==> src/rtl/rr_mux_arbiter.sv <==
`default_nettype none
// ============================================================================
// Module      : rr_mux_arbiter
// Description : N-to-1 multiplexer with a registered, round-robin arbitrated
//               select. Each input channel offers a word with a valid/ready
//               handshake. The winning word is captured into a single output
//               register and presented with its channel index.
//               Optional feature macro: SEL_OVERRIDE_EN adds force_en and
//               force_sel for a manual channel select.
// Revision    : 1.0 - initial release
// ============================================================================
module rr_mux_arbiter #(
    parameter int CHANNELS = 4,
    parameter int WIDTH    = 8
) (
    input  logic                          clk,
    input  logic                          rst_n,
    input  logic [CHANNELS*WIDTH-1:0]     in_data,
    input  logic [CHANNELS-1:0]           in_valid,
    output logic [CHANNELS-1:0]           in_ready,
    output logic [WIDTH-1:0]              out_data,
    output logic                          out_valid,
    input  logic                          out_ready,
    output logic [$clog2(CHANNELS)-1:0]   out_sel
`ifdef SEL_OVERRIDE_EN
    ,
    input  logic                          force_en,
    input  logic [$clog2(CHANNELS)-1:0]   force_sel
`endif
);

    localparam int SELW = $clog2(CHANNELS);
    // Channel count widened by one bit so pointer+offset sums compare cleanly.
    localparam logic [SELW:0] c_NUM_CH = (SELW+1)'(CHANNELS);

    logic [WIDTH-1:0]    r_out_data;
    logic                r_out_valid;
    logic [SELW-1:0]     r_out_sel;
    logic [SELW-1:0]     r_ptr;

    logic                w_slot_free;
    logic                w_rr_found;
    logic [SELW-1:0]     w_rr_win;
    logic [SELW:0]       w_sum;
    logic                w_grant;
    logic [SELW-1:0]     w_win;
    logic                w_upd_ptr;
    logic [CHANNELS-1:0] w_grant_vec;
    logic [WIDTH-1:0]    w_sel_data;

    // Output register can take a new word when empty or being drained now.
    assign w_slot_free = !r_out_valid || out_ready;

    // Round-robin search: first valid channel after the last winner, wrapping.
    always_comb begin
        w_rr_found = 1'b0;
        w_rr_win   = '0;
        w_sum      = '0;
        for (int k = 1; k <= CHANNELS; k++) begin
            w_sum = {1'b0, r_ptr} + (SELW+1)'(k);
            if (w_sum >= c_NUM_CH) begin
                w_sum = w_sum - c_NUM_CH;
            end
            if (!w_rr_found && in_valid[w_sum[SELW-1:0]]) begin
                w_rr_found = 1'b1;
                w_rr_win   = w_sum[SELW-1:0];
            end
        end
    end

    // Final grant decision; a manual select bypasses and freezes the pointer.
    always_comb begin
        w_win     = w_rr_win;
        w_upd_ptr = 1'b1;
        w_grant   = w_slot_free && w_rr_found;
`ifdef SEL_OVERRIDE_EN
        if (force_en) begin
            w_win     = force_sel;
            w_upd_ptr = 1'b0;
            w_grant   = w_slot_free && ({1'b0, force_sel} < c_NUM_CH)
                        && in_valid[force_sel];
        end
`endif
    end

    // One-hot ready on the winner and the winner's data word; ready is held
    // low during reset so no producer believes its word was taken.
    always_comb begin
        w_grant_vec = '0;
        w_sel_data  = '0;
        for (int i = 0; i < CHANNELS; i++) begin
            if (w_win == SELW'(i)) begin
                w_grant_vec[i] = w_grant && rst_n;
                w_sel_data     = in_data[i*WIDTH +: WIDTH];
            end
        end
    end

    assign in_ready = w_grant_vec;

    // Output register and round-robin pointer update.
    always_ff @(posedge clk) begin
        if (!rst_n) begin
            r_out_data  <= '0;
            r_out_valid <= 1'b0;
            r_out_sel   <= '0;
            r_ptr       <= SELW'(CHANNELS - 1);
        end else if (w_slot_free) begin
            if (w_grant) begin
                r_out_data  <= w_sel_data;
                r_out_sel   <= w_win;
                r_out_valid <= 1'b1;
                if (w_upd_ptr) begin
                    r_ptr <= w_win;
                end
            end else begin
                r_out_valid <= 1'b0;
            end
        end
    end

    assign out_data  = r_out_data;
    assign out_valid = r_out_valid;
    assign out_sel   = r_out_sel;

endmodule
`default_nettype wire

==> config.mk <==
export PLATFORM = sky130hd
export DESIGN_NAME = rr_mux_arbiter
export DESIGN_NICKNAME = d
export VERILOG_FILES = /design/src/rtl/rr_mux_arbiter.sv
export SDC_FILE = /design/constraint.sdc
export NUM_CORES = 1
export LEC_CHECK = 0
export ABC_AREA = 1
export CAP_MARGIN = 20
export CORE_ASPECT_RATIO = 0.75
export CORE_UTILIZATION = 30
export DETAILED_ROUTE_END_ITERATION = 12
export HOLD_SLACK_MARGIN = 0.15
export PLACE_DENSITY = 0.6
export SKIP_CTS_REPAIR_TIMING = 1
export SYNTH_ARGS = -nofsm -noshare
export SYNTH_HDL_FRONTEND = slang
export SYNTH_SLANG_ARGS = --single-unit
==> constraint.sdc <==
create_clock -name clk -period 2.2 [get_ports clk]
set_input_delay 0.22 -clock clk [delete_from_list [all_inputs] [get_ports clk]]
set_output_delay 0.22 -clock clk [all_outputs]
set_load 0.01 [all_outputs]
Word level (Yosys, flattened, before mapping)
Index checks and enable logic that the tools add are counted.
W data, S select, Z words.
Word-level totals
  input port bits: 39
  logic and storage cells: 64
  flip-flop bits (word level): 13
  output and inout bits: 15
Cells by class
  eq/ne operators: 3
  reductions and logical operators: 12
  mux-type cells: 29
  order comparisons: 8
  add/subtract/negate cells: 8
Operators by type and width (number)
  $mux W8: 4
  $mux W2: 8
  $mux W1: 13
  $ge A3 B3 Y1 const B: 4
  $lt A2 B3 Y1 const B: 4
  $bmux W1 S2: 4
  $sub A2 B1 Y2 const B: 4
  $add A2 B2 Y3 const B: 2
  $logic_and A1 B1 Y1: 5
  $eq A2 B2 Y1 const B: 2
  $logic_not A1 Y1: 4
  $add A2 B1 Y3 const B: 1
  $add A2 B3 Y3 const B: 1
  $eq A2 B1 Y1 const B: 1
  $logic_not A2 Y1: 1
  $reduce_and A2 Y1: 1
  $logic_or A1 B1 Y1: 1

Logic depth before layout (Yosys ltp)
Gate-level depths: netlist of the first run.
  depth in word-level cells: 20
  gate-level depth with buffers: 17
  mapped depth without buffers: 15

Least setup slack after synthesis of the first run
OpenSTA, ideal clock, no wires.
  kind: register to output
  start: reg r_ptr[0]
  end: out in_ready[2]
  arrival: 1635 ps
  cell stages (with the launch flop): 12
  path buffers: 1
  required time: 1980 ps
  setup slack: 345 ps
  path through: dfxtp_1 -> buf_6 -> inv_8 -> nand2_2 -> nand2_2 -> nand2_2 -> nand2_4 -> nor2_4 -> nand4_1 -> nand2_4 -> clkinv_1 -> nor3_1
Between the ends
  cells in the longest elaborated chain, start to end: 18
  elaborated cells on any way between the ends: 42
Ends and longest elaborated chain
  start: declaration: RTL line 39  | logic [SELW-1:0] r_ptr;
  start signal: assignment: RTL line 107  | r_ptr <= SELW'(CHANNELS - 1);
  start signal: assignment: RTL line 114  | r_ptr <= w_win;
  $add A2 B1 Y3: RTL line 60  | w_sum = {1'b0, r_ptr} + (SELW+1)'(k);
  $ge A3 B3 Y1 or $sub A2 B1 Y2 (tied branches): RTL line 61, 62
  $mux W2: RTL line 61  | if (w_sum >= c_NUM_CH) begin
  $bmux W1 S2: RTL line 64  | if (!w_rr_found && in_valid[w_sum[SELW-1:0]]) begin
  $mux W1 (not written as such): RTL line 64
  $mux W1: RTL line 64
  $logic_not A1 Y1: RTL line 64
  $logic_and A1 B1 Y1: RTL line 64
  [2 not listed]
  $logic_and A1 B1 Y1: RTL line 64
  $mux W1: RTL line 64
  $logic_not A1 Y1: RTL line 64
  $logic_and A1 B1 Y1: RTL line 64
  $mux W1: RTL line 64
  $logic_and A1 B1 Y1: RTL line 75  | w_grant = w_slot_free && w_rr_found;
  $logic_and A1 B1 Y1: RTL line 93  | w_grant_vec[i] = w_grant && rst_n;
  $mux W1 *: RTL line 92  | if (w_win == SELW'(i)) begin
  end: declaration: RTL line 20  | output logic [CHANNELS-1:0] in_ready,
Every way passes the cells marked *; elsewhere a longest branch is shown, timed or not. The select of a mux whose other input is x is not followed.

Worst setup path after layout of the first run
  start: reg r_ptr[0]
  end: out in_ready[0]
Same word-level chain as after synthesis.

==> results of run 1 <==
==> worst paths after layout <==
kind / slack (ns) / cells past startpoint / to
min reg2reg: 0.46 / 2 / out_data[7]$_SDFFE_PN0P_
min: 0.46 / 2 / out_data[7]$_SDFFE_PN0P_
max: 0.1 / 12 / in_ready[0]
max reg2reg: 0.14 / 16 / out_data[5]$_SDFFE_PN0P_
==> synthesized netlist by cell type, types with 2 or more instances <==
cell type,count
nand2_1,45
nand3_1,22
nor3_1,3
nand4_1,9
o211ai_1,2
nor2_1,4
o21ai_0,7
o21ai_2,2
buf_6,3
clkinv_1,2
nand3_4,2
nand2_2,16
nand2_4,4
inv_1,17
nor2_4,2
inv_2,2
a21oi_1,10
dfxtp_1,13
==> logic make-up after synthesis <==
family	Yosys count	synth area share [%]
compound gates	22	11.1
buf+inv	29	14.7
flops	13	23.0
simple gates	108	51.2
==> state kept, by name, indices dropped and copies added (netlist names) <==
name / count
out_data: 8
r_ptr: 2
out_valid: 1
out_sel: 2
==> where the power goes <==
group / internal [uW] / total (uW) / switching (uW) / leakage [uW]
sequential: 330 / 386 / 55.9 / 0.000107
clock: 128 / 223 / 94.8 / 0.0000228
combinational: 1080 / 2490 / 1410 / 0.000709
==> cell type report <==
type / instances / share of cell area (%)
flip-flops and latches: 13 / 14.2
clock buffers: 4 / 2.43
well taps: 50 / 3.38
inverters: 23 / 5.21
repair buffers: 73 / 36.4
multi-input cells: 130 / 38.4
==> metal layers <==
metal	vias to the layer above	part of all wire, %	GRT usage [%]
met5	-	0	0
met4	0	0.78	3.92
met3	2	4.5	4.17
met2	36	45	29.8
met1	608	49	23.9
li1	705	-	-
==> per-stage QoR <==
step / setup WS [ns] / cell area, um2 / hold slack (ns) / setup TNS [ns] / util [%]
6_report: 0.0986 / 1850 / 0.460 / 0 / 53.7
5_1_grt: -0.0207 / 1850 / 0.474 / -0.0342 / 53.7
4_1_cts: -0.373 / 1850 / 0.464 / -1.25 / 53.6
3_5_place_dp: -0.279 / 1800 / 0.455 / -1.08 / 52.3
3_3_place_gp: -0.278 / 1800 / 0.452 / -0.885 / 52.3
2_1_floorplan: 0.345 / 1130 / 0.319 / 0 / -
==> cell usage in the layout (no fill, tap or decap), types with 6 or more instances in the layout <==
cell type	n
a21oi_1	10
buf_4	19
clkdlybuf4s50_1	49
dfxtp_1	11
inv_1	17
nand2_1	45
nand2_2	16
nand3_1	22
nand4_1	9
o21ai_0	6
==> worst reg2reg max path, delay by kind of cell (launching register included) <==
kind	cells	cell delay (ns)
DFF	1	0.34
buffers and inverters	5	0.55
and+or+nand+nor	9	0.83
AOI/OAI and AO/OA	2	0.23
==> metrics.md, run 1 <==
| Metric | Value |
|---|---|
| Status | finished, final reports clean |
| First-pass GRT wire length | 5290 um |
| CP Data Required Time | 1.98 ns |
| Max Clock Freq | 0.476 GHz |
| Endpoints failing hold | 0 |
| Setup violators final | 0 |
| # IOs | 54 |
| PortBufs | 53 |
| Final ANT Viol Nets | 0 |
| Multi-input gate area | 711 um2 |
| Reg clk slew, reported paths | 0.06 ns |
| Overall Power | 3100 uW |
| Antenna violations before repair | 0 |
| Cell count after synthesis | 172 |
| Area contributors post-synth | dfxtp_1 23%, nand2_1 15%, nand3_1 9.7% |
| Crit path DAT | 1.88 ns |
| Top delay family on crit path | simple AND/OR/NAND/NOR gates |
| Die Width | 72.9 um |
| Sequential cell area | 263 um2 |
| Worst Tran Pin Value | 0.308 ns |
| Period utilization | 95.5% |
| CP max-delay cell | dfxtp_2 |
| Row cnt | 18 |
| Worst setup path startpoint | r_ptr[0]$_SDFFE_PN1P_ |
| Fin cells | 293 |
| CTS tree | built |
| ANT cells | 0 |
| Top cell by count, worst path | nand2_2 |
| Prevailing post-synth register cell | dfxtp_1 |
| Syn avg cell area | 6.57 um2 |
| Worst Setup Start Kind | register |
| DP HPWL | 2880 um |
| Overall routing resource usage | 17.9% |
| Clk_lat worst skew | 0.25 ns |
| Total grt overflow | 0 |
| MaxCap Viol Count | 0 |
| Buf/Inv on CP | 5 |
| Number of global-route vias before repair | 1153 |
| Syn nets | 211 |
| #FFs+latches synth | 13 |
| VDD IR max | 0.601 mV |
| Setup CP Type | register to output port |
| Max Slew Vio Count | 0 |
| Via count | 1351 |
| Starting DRT DRC Count | 39 |
| Clk buf depth | 2 |
| Post-synthesis cell area | 0.00113 mm2 |
| Layout cells sized above 1 | 25.9% |
| Synth top area share | 23.0% |
| Slew headroom | 79.3% |
| Clock Skew | 0.00601 ns |
| Fillers | 336 |
| Ys Warns | 0 |
| CP max FO | 9 |
| R2R Path Start | r_ptr[0]$_SDFFE_PN1P_ |
| Placed cell count | 287 |
| Area Overhead vs Synth | 63.8% |
| Crit end category | output port |
| Largest net degree at the start of global routing | 15 |
| DRT Pass-1 Iters | 4 |
| Final nets | 283 |
| Cell variety after synth | 25 |
| CTS Sinks | 13 |
| Post-synth EDFFs | 0 |
| DR WL/cell | 12.2 um |
| Final worst path period need | 2.10 ns |
| Pwr dens | 1670 mW/mm2 |
| DIE AREA | 0.00402 mm2 |
| Residual DRC | 0 |
| Root buf cell | clkbuf_8 |
| LEAKAGE | 0.000839 uW |
| DRT Wirelength | 3590 um |
| Via density per instance | 4.61 |
| Starting Density | 32.8% |
| CTS Buf Count | 3 |
| RSZ-0062 raised after global routing | true |
| Sequential fraction of the synthesis area | 23.0% |
| Worst min-delay path category | register to register |
| DIE HEIGHT | 55.1 um |
| GPL Wtd Cong | 0.867 |
| H-Tree Depth | 1 |
| Synth area leader | dfxtp_1 |
| Worst-path cell chain | buf_12, inv_8, nand2_2, nand2_2, nand2_1, nand2_2, inv_1, nand4_1, nand2_4, buf_4, nor3_1, buf_2 |
| Core area | 0.00345 mm2 |
| Critical path's largest stage delay | 0.32 ns |
| Hold_sp | out_data[7]$_SDFFE_PN0P_ |
| Asr flop ratio synth | 0% |
Note: power is estimated with default switching activity, not from simulation.
==> run 2, diff against run 1 <==
Settings changed: PLACE_DENSITY 0.6 to 0.64.
==> metrics.md, run 2 (synthesis gave the netlist of run 1 again) <==
| Metric | Value |
|---|---|
| Commonest non-fill, non-tap cells in the layout | 49 x clkdlybuf4s50_1, 45 x nand2_1, 22 x nand3_1 |
| Placed cell count | 285 (-0.70%) |
| Worst Setup Start Kind | register |
| Setup violators final | 1 (+1) |
| Max Slew Vio Count | 0 (unchanged) |
| Largest net degree at the start of global routing | 15 (unchanged) |
| Starting Density | 32.8% (unchanged) |
| RSZ-0062 raised after global routing | true |
| Setup TNS Final | -0.00789 ns (-0.00789 ns) |
| Crit path DAT | 1.99 ns (+0.11 ns) |
| Final worst path period need | 2.21 ns (+0.106 ns) |
| Worst min-delay path category | register to register |
| CTS tree | built |
| CP Data Required Time | 1.98 ns (about the same) |
| Period utilization | 100% (+4.8 points) |
| Final nets | 279 (-1.4%) |
| Fin cells | 289 (-1.4%) |
| Clk_lat worst skew | 0.25 ns (about the same) |
| CTS Buf Count | 3 (unchanged) |
| PortBufs | 53 (unchanged) |
| DR WL/cell | 11.8 um (-4.0%) |
| Total grt overflow | 0 (unchanged) |
| Final ANT Viol Nets | 0 (unchanged) |
| DRT Pass-1 Iters | 5 (+1) |
| DIE AREA | 0.00402 mm2 (unchanged) |
| # IOs | 54 (unchanged) |
| Max reg flops | 8 (unchanged) |
| Number of global-route vias before repair | 1137 (-1.4%) |
| M1 GR Usage | 26.3% (+2.4 points) |
| Crit end category | output port |
| GPL Wtd Cong | 0.857 (-1.2%) |
| DRT Wirelength | 3400 um (-5.3%) |
| GRT met2 Usage | 26.6% (-3.1 points) |
| Clock Skew | 0.0105 ns (+0.00447 ns) |
| Endpoints failing hold | 0 (unchanged) |
| Via density per instance | 4.61 (about the same) |
| Residual DRC | 0 (unchanged) |
| Via count | 1332 (-1.4%) |
| Area Overhead vs Synth | 61.6% |
| Slew headroom | 79.9% (+0.58 points) |
| Overall Power | 2970 uW (-4.0%) |
| ANT cells | 0 (unchanged) |
| Root buf cell | clkbuf_8 |
| Met3 usage | 3.80% (-0.36 points) |
| Commonest non-fill, non-tap cell in the layout | clkdlybuf4s50_1 |
| Antenna violations before repair | 0 (unchanged) |
| Core area | 0.00345 mm2 (unchanged) |
| Overall routing resource usage | 17.7% (-0.24 points) |
| Starting DRT DRC Count | 37 (-5.1%) |
| Failing checks | negative setup slack |
| Worst Tran Pin Value | 0.299 ns (-0.00871 ns) |
| Pwr dens | 1630 mW/mm2 (-2.7%) |
| Die Width | 72.9 um (unchanged) |
| H-Tree Depth | 1 (unchanged) |
| Grt peak-use layer | met2 |
| Setup CP Type | register to output port |
| CP max FO | 9 (unchanged) |
| Fillers | 355 (+5.7%) |
| Row cnt | 18 (unchanged) |
| LEAKAGE | 0.000847 uW (+0.95%) |
| DIE HEIGHT | 55.1 um (unchanged) |
| Status | finished, violations left |
| MaxCap Viol Count | 0 (unchanged) |
| Reg clk slew, reported paths | 0.05 ns (about the same) |
| First-pass GRT wire length | 5340 um (+1.0%) |
| Layout cells sized above 1 | 21.8% (-4.2 points) |
| CTS Sinks | 13 (unchanged) |
| Clk buf depth | 2 (unchanged) |
| DP HPWL | 2700 um (-5.9%) |
| Setup ws final | -0.00789 ns (-0.106 ns) |
| VDD IR max | 0.673 mV (+12%) |
| Max Clock Freq | 0.453 GHz (-4.8%) |
==> run 2: cell types whose count changed in the layout (fill, tap and decap cells not counted), moves of 2 or more <==
cell            delta
buf_2              -3
dlymetal6s2s_1     +2
buf_4              -4
dfxtp_2            -2
dfxtp_1            +2
==> run 2: routing by layer <==
metal	up-vias	part of all wire, %
li1	694	-
met1	591	51
met2	47	42
met3	0	7.7
met4	0	0
met5	-	0
==> run 2: stage by stage <==
stage	hold WS [ns]	setup slack [ns]	utilization [%]	area (um2)
2_1_floorplan	0.319	0.345	-	1130
3_3_place_gp	0.452	-0.260	51.8	1790
3_5_place_dp	0.455	-0.306	51.8	1790
4_1_cts	0.464	-0.398	53.1	1830
5_1_grt	0.475	-0.123	53.0	1830
6_report	0.462	-0.00789	53.0	1830
==> run 2: path summary, 6_finish.rpt <==
path | start | endpoint | slack [ns] | depth (start not counted)
worst max register to register | r_ptr[0]$_SDFFE_PN1P_ | out_data[6]$_SDFFE_PN0P_ | 0.24 | 15
worst max-delay path | r_ptr[0]$_SDFFE_PN1P_ | in_ready[2] | -0.008 | 12
worst min-delay path | out_data[7]$_SDFFE_PN0P_ | out_data[7]$_SDFFE_PN0P_ | 0.46 | 2
worst min register to register | out_data[7]$_SDFFE_PN0P_ | out_data[7]$_SDFFE_PN0P_ | 0.46 | 2
==> run 2: area by class of cell <==
type                       count  area (um2)  area share (%)
sequential                    13         260            14.3
tap                           50        62.6            3.43
clock buffer                   4        45.0            2.47
multi-input combinational    130         703            38.5
timing repair buffer          69         658            36.1
inverter                      23        96.3            5.28
==> run 2: worst max-delay path, stage by stage (launching register included) <==
cell	delay, ns
dfxtp_1	0.35
buf_12	0.14
inv_8	0.05
nand2_2	0.05
nand2_2	0.08
nand2_1	0.10
nand2_2	0.06
inv_1	0.11
nand4_1	0.16
nand2_4	0.14
clkinv_1	0.09
nor3_1	0.23
clkbuf_2	0.18
==> run 2: power breakdown <==
group	internal (uW)	leakage (uW)	switching (uW)
Clock	128	0.0000228	93.7
Combinational	1020	0.000717	1350
Sequential	327	0.000108	49.9
==> run 3, diff against run 2 <==
Settings changed: DONT_BUFFER_PORTS set to 1, PLACE_DENSITY 0.64 to 0.46.
==> metrics.md, run 3 (synthesis gave the netlist of run 1 again) <==
| Metric | Value |
|---|---|
| H-Tree Depth | 1 (unchanged) |
| Worst Setup Start Kind | register |
| PortBufs | 0 (-100%) |
| Sequential share of power | 14.5% (+1.8 points) |
| Core area | 0.00345 mm2 (unchanged) |
| Largest net degree at the start of global routing | 20 (+5) |
| Clock power frac | 7.2% (-0.3 points) |
| Total grt overflow | 0 (unchanged) |
| Crit path DAT | 1.89 ns (-0.10 ns) |
| Reg clk slew, reported paths | 0.06 ns (about the same) |
| Layout cells sized above 1 | 30.9% (+9.1 points) |
| Fin Hold WS | 0.223 ns (-0.239 ns) |
| Switching share of power | 53.2% (+2.7 points) |
| Clk buf depth | 2 (unchanged) |
| Top delay family on crit path | simple AND/OR/NAND/NOR gates |
| CP Data Required Time | 1.98 ns (about the same) |
| Antenna violations before repair | 0 (unchanged) |
| Setup CP Type | register to output port |
| Top cell by count, worst path | nand2_2 |
| Final ANT Viol Nets | 0 (unchanged) |
| Via density per instance | 4.95 (+7.5%) |
| DIE HEIGHT | 55.1 um (unchanged) |
| Slew headroom | 83.5% (+3.5 points) |
| Max Clock Freq | 0.474 GHz (+4.6%) |
| Residual DRC | 0 (unchanged) |
| Overall routing resource usage | 15.8% (-1.9 points) |
| DIE AREA | 0.00402 mm2 (unchanged) |
| Worst Tran Pin Value | 0.246 ns (-0.0529 ns) |
| Worst min-delay path category | input port to register |
| Commonest non-fill, non-tap cells in the layout | 45 x nand2_1, 22 x nand3_1, 17 x inv_1 |
| LEAKAGE | 0.000620 uW (-27%) |
| Root buf cell | clkbuf_8 |
| Period utilization | 95.9% (-4.4 points) |
| Max Slew Vio Count | 0 (unchanged) |
| Worst R2R Setup Slack | 0.22 ns (-0.02 ns) |
| DR WL/cell | 13.3 um (+13%) |
| MaxCap Viol Count | 0 (unchanged) |
| # IOs | 54 (unchanged) |
| Status | finished, final reports clean |
| CTS tree | built |
| First-pass GRT wire length | 4770 um (-11%) |
| Starting Density | 32.8% (unchanged) |
| Logic gate share of total power | 78.3% (-1.6 points) |
| Post-layout util | 39.1% (-14 points) |
| Int Power | 1390 uW (-5.4%) |
| Area Overhead vs Synth | 19.3% |
| Pwr dens | 2210 mW/mm2 (+36%) |
| Buf/Inv on CP | 4 (-1) |
| FF-to-FF End | out_data[4]$_SDFFE_PN0P_ |
| Crit end category | output port |
| CP max FO | 9 (unchanged) |
| Worst-path cell chain | buf_6, inv_8, nand2_2, nand2_2, nand2_2, nand2_4, nor2_4, nand4_1, nand2_4, clkinvlp_4, nor3_2, buf_4 |
| CTS Buf Count | 3 (unchanged) |
| Min-Delay Endpoint | out_sel[1]$_SDFFE_PN0P_ |
| VDD IR max | 1.00 mV (+49%) |
| GPL Wtd Cong | 0.810 (-5.5%) |
| Hold Crit Depth | 2 (unchanged) |
| Via count | 1179 (-11%) |
| CP max-delay cell | dfxtp_2 |
| Setup violators final | 0 (-1) |
| Clock Skew | 0.00263 ns (-0.00784 ns) |
| CTS Sinks | 13 (unchanged) |
| Clk_lat worst skew | 0.24 ns (about the same) |
| DP HPWL | 2490 um (-8.1%) |
| Die Width | 72.9 um (unchanged) |
| Starting DRT DRC Count | 38 (+2.7%) |
| Final nets | 228 (-18%) |
| DRT Pass-1 Iters | 4 (-1) |
| Overall Power | 2970 uW (about the same) |
| Setup TNS Final | 0 ns (+0.00789 ns) |
| Switch Pwr | 1580 uW (+5.5%) |
| Final worst path period need | 2.11 ns (-0.0975 ns) |
| Endpoints failing hold | 0 (unchanged) |
| Worst r2r path cells | 15 (unchanged) |
| ANT cells | 0 (unchanged) |
| Critical path depth | 12 (unchanged) |
| Row cnt | 18 (unchanged) |
| RSZ-0062 raised after global routing | true |
| Worst setup path startpoint | r_ptr[0]$_SDFFE_PN1P_ |
| Commonest non-fill, non-tap cell in the layout | nand2_1 |
| Hold_sp | rst_n |
| R2R Path Start | r_ptr[0]$_SDFFE_PN1P_ |
| DRT Wirelength | 3160 um (-7.0%) |
| Number of global-route vias before repair | 969 (-15%) |
| Max reg flops | 8 (unchanged) |
| Critical path's largest stage delay | 0.33 ns (-0.02 ns) |
-- run 3: worst max-delay path by stage --
| stage | to | slack, ns |
|---|---|---|
| after floorplan | in_ready[2] | 0.35 |
| after global placement | in_ready[2] | 0.14 |
| after detailed placement | in_ready[2] | 0.06 |
| after CTS | in_ready[2] | -0.22 |
| after global routing | in_ready[2] | -0.05 |
| final | in_ready[2] | 0.09 |
-- run 3: area by class of cell --
cell class,count,area (um2)
fill,380,2100
multi-input combinational,130,719
sequential,13,265
timing repair buffer,18,155
inverter,23,100
tap,50,62.6
clock buffer,4,45.0
-- run 3: metal layers --
layer  routed length [um]  vias to the layer above  share of wire (%)  global-route usage, %
met5                    0                        -                  0                      0
met1                 1630                      522                 52                   24.3
met2                 1230                       54                 39                   21.8
li1                     -                      601                  -                      -
met4                   17                        0               0.54                   2.94
met3                  280                        2                8.9                   3.80
-- run 3: worst register-to-register path: stages, from the launching register on --
cell,delay [ns]
dfxtp_2,0.33
buf_6,0.13
inv_8,0.05
nand2_2,0.05
nand2_2,0.07
nand2_2,0.11
nand2_4,0.07
nor2_4,0.10
nand4_1,0.15
nand2_4,0.14
buf_4,0.14
nand2_4,0.11
o21ai_0,0.18
inv_1,0.06
nand2_1,0.10
a21oi_1,0.07
-- run 3: stage by stage --
step	setup slack [ns]	area [um2]	cells
finish	0.0897	1350	238
global route	-0.0481	1350	238
CTS	-0.225	1230	228
detailed placement	0.0550	1180	224
global placement	0.138	1180	224
floorplan	0.345	1130	172
-- run 3: power groups by stage --
stage / clock [uW] / combinational, uW / sequential (uW)
after floorplan: 0 / 1640 / 399
after global placement: 0 / 1880 / 427
after detailed placement: 0 / 1940 / 427
after CTS: 221 / 1940 / 423
after global routing: 235 / 2580 / 448
final: 213 / 2330 / 432
